## src/rtl/axi_stream_pkg.sv

```systemverilog
// Shared state encoding, AXI constants and sizing helper for the read-stream test master.
// Pure declarations: no latency or backpressure of its own.
package axi_stream_pkg;

  typedef enum logic [1:0] {S_IDLE, S_RUN, S_DRAIN} state_t;

  localparam logic [1:0] BURST_INCR = 2'b01;
  localparam logic [1:0] RESP_OKAY  = 2'b00;

  function automatic logic [2:0] size_from_width(input int data_w);
    return 3'($clog2(data_w / 8));
  endfunction

endpackage

```

## src/rtl/addr_fifo.sv

```systemverilog
// Generic synchronous FIFO; pop_dat shows the head combinationally (zero read latency).
// Backpressure: push is dropped when full and pop ignored when empty; the owner keeps within bounds.
module addr_fifo #(
  parameter int DEPTH = 4,
  parameter int WIDTH = 32
) (
  input  logic             clk,
  input  logic             reset,
  input  logic             push,
  input  logic [WIDTH-1:0] push_dat,
  input  logic             pop,
  output logic [WIDTH-1:0] pop_dat,
  output logic             empty
);

  localparam int PTR_W = (DEPTH > 1) ? $clog2(DEPTH) : 1;
  localparam int CNT_W = $clog2(DEPTH + 1);

  logic [WIDTH-1:0] mem [DEPTH];
  logic [PTR_W-1:0] wr_ptr, rd_ptr;
  logic [CNT_W-1:0] count;
  logic             do_push, do_pop;

  // Pointers wrap explicitly so non-power-of-two depths work.
  function automatic logic [PTR_W-1:0] bump(input logic [PTR_W-1:0] p);
    return (p == PTR_W'(DEPTH - 1)) ? '0 : p + PTR_W'(1);
  endfunction

  assign empty   = (count == '0);
  assign do_push = push && (count != CNT_W'(DEPTH));
  assign do_pop  = pop && !empty;
  assign pop_dat = mem[rd_ptr];

  always_ff @(posedge clk or posedge reset) begin
    if (reset) begin
      wr_ptr <= '0;
      rd_ptr <= '0;
      count  <= '0;
    end else begin
      if (do_push) wr_ptr <= bump(wr_ptr);
      if (do_pop)  rd_ptr <= bump(rd_ptr);
      case ({do_push, do_pop})
        2'b10:   count <= count + CNT_W'(1);
        2'b01:   count <= count - CNT_W'(1);
        default: count <= count;
      endcase
    end
  end

  always_ff @(posedge clk) begin
    if (do_push) mem[wr_ptr] <= push_dat;
  end

endmodule

```

## src/rtl/axi_read_stream_mo.sv

```systemverilog
// AXI4 multi-outstanding INCR read master with in-order RLAST/RID/RRESP checking; AR issued the cycle after start.
// Backpressure: AR held stable until ARREADY, RREADY high whenever bursts are outstanding; AXI_READ_STREAM_MO_CHECK_EN adds a data check.
module axi_read_stream_mo
  import axi_stream_pkg::*;
#(
  parameter int DATA_W          = 512,
  parameter int ADDR_W          = 32,
  parameter int ID_W            = 4,
  parameter int MAX_OUTSTANDING = 4,
  parameter int CNT_W           = 16
) (
  input  logic              clk,
  input  logic              reset,
  input  logic              start,
  input  logic [ADDR_W-1:0] base_addr,
  input  logic [7:0]        burst_length,
  input  logic [CNT_W-1:0]  num_bursts,
  output logic              busy,
  output logic              done,
  output logic [CNT_W-1:0]  bursts_done,
  output logic              err_last,
  output logic              err_resp,
  output logic              err_id,
  input  logic              ARREADY,
  output logic [ADDR_W-1:0] ARADDR,
  output logic [ID_W-1:0]   ARID,
  output logic [7:0]        ARLEN,
  output logic              ARVALID,
  output logic [2:0]        ARSIZE,
  output logic [1:0]        ARBURST,
  output logic [1:0]        ARLOCK,
  output logic [3:0]        ARCACHE,
  output logic [2:0]        ARPROT,
  output logic              RREADY,
  input  logic [ID_W-1:0]   RID,
  input  logic [DATA_W-1:0] RDATA,
  input  logic [1:0]        RRESP,
  input  logic              RLAST,
  input  logic              RVALID
`ifdef AXI_READ_STREAM_MO_CHECK_EN
  ,
  output logic              err_data,
  output logic [CNT_W-1:0]  err_count
`endif
);

  localparam logic [2:0] SIZE_LOG = size_from_width(DATA_W);
  localparam int OUT_W = $clog2(MAX_OUTSTANDING + 1);
  localparam logic [OUT_W-1:0] MAX_OUT = OUT_W'(MAX_OUTSTANDING);

  state_t state, state_nxt;
  logic [7:0]        len_q;
  logic [CNT_W-1:0]  num_q, issued;
  logic [OUT_W-1:0]  outstanding;
  logic [8:0]        beat, len_beats;
  logic [ID_W-1:0]   exp_id;
  logic [ADDR_W-1:0] addr_step;
  logic ar_hs, r_hs, last_exp, burst_end, done_nxt, start_ok;

  assign len_beats = (len_q == 8'd0) ? 9'd256 : {1'b0, len_q};
  assign addr_step = ADDR_W'(len_beats) << SIZE_LOG;
  assign ar_hs     = ARVALID && ARREADY;
  assign r_hs      = RVALID && RREADY;
  assign last_exp  = (beat == len_beats - 9'd1);
  // A beat closes the burst on RLAST or on reaching the expected length (resync).
  assign burst_end = r_hs && (RLAST || last_exp);
  assign start_ok  = (state == S_IDLE) && start;

  assign ARLEN   = len_q - 8'd1;
  assign ARSIZE  = SIZE_LOG;
  assign ARBURST = BURST_INCR;
  assign ARLOCK  = 2'b00;
  assign ARCACHE = 4'b0000;
  assign ARPROT  = 3'b000;

  always_ff @(posedge clk or posedge reset) begin
    if (reset) state <= S_IDLE;
    else       state <= state_nxt;
  end

  always_comb begin
    state_nxt = state;
    ARVALID   = 1'b0;
    RREADY    = 1'b0;
    done_nxt  = 1'b0;
    busy      = (state != S_IDLE);
    case (state)
      S_IDLE: begin
        if (start) begin
          if (num_bursts == '0) done_nxt = 1'b1;
          else                  state_nxt = S_RUN;
        end
      end
      S_RUN: begin
        ARVALID = (issued < num_q) && (outstanding < MAX_OUT);
        RREADY  = (outstanding != '0);
        if (ARVALID && ARREADY && ((issued + CNT_W'(1)) == num_q)) state_nxt = S_DRAIN;
      end
      S_DRAIN: begin
        RREADY = (outstanding != '0);
        if ((outstanding == '0) && (bursts_done == num_q)) begin
          done_nxt  = 1'b1;
          state_nxt = S_IDLE;
        end
      end
      default: state_nxt = S_IDLE;
    endcase
  end

  always_ff @(posedge clk or posedge reset) begin
    if (reset) begin
      done        <= 1'b0;
      len_q       <= '0;
      num_q       <= '0;
      issued      <= '0;
      outstanding <= '0;
      beat        <= '0;
      bursts_done <= '0;
      exp_id      <= '0;
      ARADDR      <= '0;
      ARID        <= '0;
      err_last    <= 1'b0;
      err_resp    <= 1'b0;
      err_id      <= 1'b0;
    end else begin
      done <= done_nxt;
      if (start_ok) begin
        len_q       <= burst_length;
        num_q       <= num_bursts;
        ARADDR      <= base_addr;
        ARID        <= '0;
        exp_id      <= '0;
        issued      <= '0;
        outstanding <= '0;
        beat        <= '0;
        bursts_done <= '0;
        err_last    <= 1'b0;
        err_resp    <= 1'b0;
        err_id      <= 1'b0;
      end else if (state != S_IDLE) begin
        if (ar_hs) begin
          issued <= issued + CNT_W'(1);
          ARADDR <= ARADDR + addr_step;
          ARID   <= ARID + ID_W'(1);
        end
        case ({ar_hs, burst_end})
          2'b10:   outstanding <= outstanding + OUT_W'(1);
          2'b01:   outstanding <= outstanding - OUT_W'(1);
          default: outstanding <= outstanding;
        endcase
        if (r_hs) begin
          if (burst_end) begin
            beat        <= '0;
            bursts_done <= bursts_done + CNT_W'(1);
            exp_id      <= exp_id + ID_W'(1);
          end else begin
            beat <= beat + 9'd1;
          end
          if (RLAST != last_exp)   err_last <= 1'b1;
          if (RID != exp_id)       err_id   <= 1'b1;
          if (RRESP != RESP_OKAY)  err_resp <= 1'b1;
        end
      end
    end
  end

`ifdef AXI_READ_STREAM_MO_CHECK_EN
  localparam int LANES = DATA_W / 32;

  logic [ADDR_W-1:0] burst_addr;
  logic [31:0]       beat_base;
  logic              fifo_empty, mism, chk_bad;

  addr_fifo #(
    .DEPTH (MAX_OUTSTANDING),
    .WIDTH (ADDR_W)
  ) u_addr_fifo (
    .clk      (clk),
    .reset    (reset),
    .push     (ar_hs),
    .push_dat (ARADDR),
    .pop      (burst_end),
    .pop_dat  (burst_addr),
    .empty    (fifo_empty)
  );

  assign beat_base = 32'(burst_addr) + (32'(beat) << SIZE_LOG);

  // Each 32-bit lane carries its own byte address.
  always_comb begin
    mism = 1'b0;
    for (int k = 0; k < LANES; k++) begin
      if (RDATA[32*k +: 32] != beat_base + 32'(4 * k)) mism = 1'b1;
    end
  end

  always_ff @(posedge clk or posedge reset) begin
    if (reset) begin
      chk_bad   <= 1'b0;
      err_data  <= 1'b0;
      err_count <= '0;
    end else if (start_ok) begin
      chk_bad   <= 1'b0;
      err_data  <= 1'b0;
      err_count <= '0;
    end else begin
      chk_bad <= r_hs && !fifo_empty && mism;
      if (chk_bad) begin
        err_data <= 1'b1;
        if (err_count != '1) err_count <= err_count + CNT_W'(1);
      end
    end
  end
`else
  logic unused_rdata;
  assign unused_rdata = ^RDATA;
`endif

endmodule

```

## config.mk

```make
export PLATFORM = sky130hd
export DESIGN_NAME = axi_read_stream_mo
export DESIGN_NICKNAME = d
export VERILOG_FILES = /design/src/rtl/axi_stream_pkg.sv /design/src/rtl/addr_fifo.sv /design/src/rtl/axi_read_stream_mo.sv
export SDC_FILE = /design/constraint.sdc
export NUM_CORES = 1
export LEC_CHECK = 0
export BUFFER_PORTS_ARGS = -buffer_cell sky130_fd_sc_hd__buf_2
export CAP_MARGIN = 25
export CELL_PAD_IN_SITES_DETAIL_PLACEMENT = 0
export CELL_PAD_IN_SITES_GLOBAL_PLACEMENT = 1
export CORE_AREA = 2 2 255 257
export CTS_BUF_LIST = sky130_fd_sc_hd__clkbuf_16
export CTS_CLUSTER_DIAMETER = 60
export DETAILED_ROUTE_END_ITERATION = 8
export DIE_AREA = 0 0 257 259
export GPL_TIMING_DRIVEN = 0
export PLACE_DENSITY_LB_ADDON = 0.1
export SYNTH_ARGS = -nofsm -noshare
export SYNTH_HDL_FRONTEND = slang
export SYNTH_SLANG_ARGS = --single-unit
```

## constraint.sdc

```tcl
create_clock -name clk -period 3.57 [get_ports clk]
set_input_delay 0.5355 -clock clk [delete_from_list [all_inputs] [get_ports clk]]
set_output_delay 0.5355 -clock clk [all_outputs]
set_load 0.005 [all_outputs]
```

==> metrics.cfg <==
[status]
status = finished with violations
failed_checks = setup timing

[clock_tree]
insertion_delay_ns = 0.48
hold_buffers = 0
clkSinkCount = 114
clockBufferDepth = 2
numCtsBuffers = 17
htree_levels = 4
cts_root_buffer = clkbuf_16
cts_tree = done
path_clk_slew_ns = 0.06

[synthesis]
synth.avg_cell_area_um2 = 8.743
synth-main-ff-cell = dfrtp_1
yosysUniqueCellTypes = 75
yosysWarningCount = 0
async_reset_ff_share_pct = 100.0
synthCells = 871
synth_edf_count = 0
synth.cell_area_um2 = 7615
ys_ff_latch = 114
yosysSeqAreaShare_pct = 37.46

[power_and_ir_drop]
power_density_nw_per_um2 = 485.3
p_leak_nw = 4.698
internal_power_w = 0.003394
p_clk_share_pct = 37.1
p_sw_share_pct = 34.78
pwr-share-comb_pct = 29.8
ir_worst_vdd_uv = 215.9
seqPwrFrac_pct = 33.1
p_sw_w = 0.001810

[sta]
fin_skew_ns = 0.01274
slew_headroom_pct = 40.24
setup_viol = 25
hold_violations = 0
rsz0062_at_grt = true
post-route-period-util_pct = 107.6
setup_ws_ns = -0.2720
layout_min_cycle_time_ns = 3.842
drv_slew = 0
fmaxAchievable_mhz = 260.3
worst_slew_pin_slew_ns = 0.8825

[final_layout]
nets = 1695
layout_commonest_cell = nand2_1
fin_area_um2 = 10720
final_util_pct = 16.78
area_growth_pct = 40.80
final_cell_mix = nand2_1 (148), buf_2 (143), dfrtp_1 (100), nor2_1 (56), xor2_1 (44)
layout-drive-gt1-share_pct = 28.83

[drt]
num_vias = 7079
drc = 0
drtPass1Iterations = 5
ant_nets = 0
wl_per_cell_um = 18.29
drt_iter0_markers = 346
drt-vias-per-instance = 3.640
wl_um = 35570

[worst_setup_path]
worstPathArrival_ns = 4.19
crit_required_ns = 3.92
cpMaxStageDelayCell = or4_4
path_cells = buf_6 -> or4_4 -> o41a_4 -> nor3_4 -> and3_4 -> o311ai_4 -> a211o_1 -> ha_4 -> or2_4 -> nor2_4 -> fa_2 -> nand3b_1 -> mux2i_1 -> or4_1
worstRegToRegCells = 14
r2r_end = outstanding[2]$_DFFE_PP0P_
reg2reg_setup_slack_ns = -0.27
worst-path-max-fanout = 6
cpPeakStageDelay_ns = 0.52
start_kind = flip-flop
r2r_start = len_q[3]$_DFFE_PP0P_
worstSetupPathType = reg -> reg
worstSetupEndpointType = flip-flop

[run]
drv_cap = 0

[die]
row_count = 93
die_y_um = 259
coreArea_um2 = 63880
io-pin-count = 661
die-area_um2 = 66560
start_util_pct = 11.92
die_w_um = 257

[global_route]
grt_max_degree = 59
grt_overflow_total = 0
first_global_vias = 7393
grt_usage_pct = 10.93
antenna_found_initial = 3
grt_pass1_wl_um = 52140

[place]
globalplace.congestion = 0.6932
placed_cell_area_um2 = 9458
dp_hpwl_um = 27220
io_buffers = 134

[worst_hold_path]
hold_class = in -> async

## repair_timing
action	4_1_cts	5_1_grt
buffers inserted	27	13
gates resized for setup	47	55
endpoints found under the setup margin	47	58
pin swaps	25	23
gates cloned	1	1
## how the worst max path moves through the flow
stage,startpoint,endpoint,slack [ns],depth (start not counted)
final,len_q[3]$_DFFE_PP0P_,outstanding[2]$_DFFE_PP0P_,-0.27,14
after global routing,len_q[3]$_DFFE_PP0P_,outstanding[2]$_DFFE_PP0P_,-0.43,14
after CTS,len_q[2]$_DFFE_PP0P_,outstanding[2]$_DFFE_PP0P_,-0.38,14
after detailed placement,len_q[1]$_DFFE_PP0P_,bursts_done[15]$_DFFE_PP0P_,-1.31,15
after global placement,reset,ARADDR[10]$_DFFE_PP0P_,-2.60,2
after floorplan,len_q[2]$_DFFE_PP0P_,outstanding[2]$_DFFE_PP0P_,-0.18,14
## cells by family (layout without fill, tap and decap cells)
logic type      count (synthesis)  in the layout  synth area share, %
mux                            23             23                3.089
flops                         114            114                37.46
fa+ha+maj                      38             38                6.441
simple gates                  354            354                22.81
xor+xnor                       86             86                9.892
other cells                     2             15              0.09862
compound gates                165            165                14.36
buf+inv                        89            295                5.849
## power groups by stage
stage / clock network, W / logic [W] / registers [W]
2_1_floorplan: 0 / 0.000855 / 0.00165
3_3_place_gp: 0 / 0.00133 / 0.00174
3_5_place_dp: 0 / 0.00133 / 0.00174
4_1_cts: 0.00201 / 0.00150 / 0.00172
5_1_grt: 0.00206 / 0.00175 / 0.00176
6_report: 0.00193 / 0.00155 / 0.00172
## area by class of cell
type | instances | area (um2)
fill | 7210 | 53160
multi-input combinational | 680 | 4608
sequential | 114 | 2870
timing repair buffer | 177 | 1080
tap | 855 | 1070
clock buffer | 17 | 425.4
buffer | 57 | 352.8
clock inverter | 14 | 195.2
inverter | 30 | 117.6
antenna | 1 | 2.502
## state kept, by name, indices dropped and copies added (netlist names)
register,count
ARADDR,32
ARID,4
beat,9
bursts_done,16
done,1
err_id,1
err_last,1
err_resp,1
exp_id,4
issued,16
len_q,8
num_q,16
outstanding,3
state,2
## critical path, delay by kind of cell (launching register included)
kind,cells,cell delay (ns)
DFF,1,0.37
muxes,1,0.07
and+or+nand+nor,7,1.91
adders and majority gates,2,0.42
AOI/OAI and AO/OA,3,0.80
buffers and inverters,1,0.13
## through the flow
step           total power [W]  worst slack [ns]  setup TNS (ns)  hold slack [ns]  instances
2_1_floorplan         0.002501           -0.1847         -0.8273           0.4628        883
3_3_place_gp          0.003076            -2.596         -323.14           0.4543       1872
3_5_place_dp          0.003071            -1.309          -27.27           0.4625       1874
4_1_cts               0.005238           -0.3775          -5.936           0.1452       1932
5_1_grt               0.005577           -0.4318          -7.746           0.1590       1944
6_report              0.005204           -0.2720          -3.523           0.1209       1945
## layer usage
metal	GRT usage (%)	share of wire [%]	wire, um
met1	15.19	51	18020
met2	16.34	44	15590
met3	3.037	4.1	1454
met4	3.278	1.3	478
met5	0	0.079	28
## cell usage after synthesis, types with 5 or more instances
cell        n  area share [%]
mux2i_1    19             2.5
xnor2_1    42             4.8
nor3_1     19             1.2
a21o_1      6            0.59
buf_4      17             1.7
nor2_1     60             3.0
o211ai_1    6            0.59
o21ai_1    27             1.8
nor4_1     11            0.90
a31oi_1    10            0.82
a22o_1      5            0.58
nand3_1    32             2.1
dfrtp_1   114              37
o31ai_1     5            0.49
o21ai_0    47             3.1
ha_1       36             5.9
inv_1      30             1.5
nand4_1    16             1.3
or3_1       8            0.66
clkbuf_1   26             1.3
a21oi_1    23             1.5
and3_1     19             1.6
xor2_1     44             5.1
nand2_1   151             7.4
buf_2       9            0.59
Power figures use the tool's default switching activity.
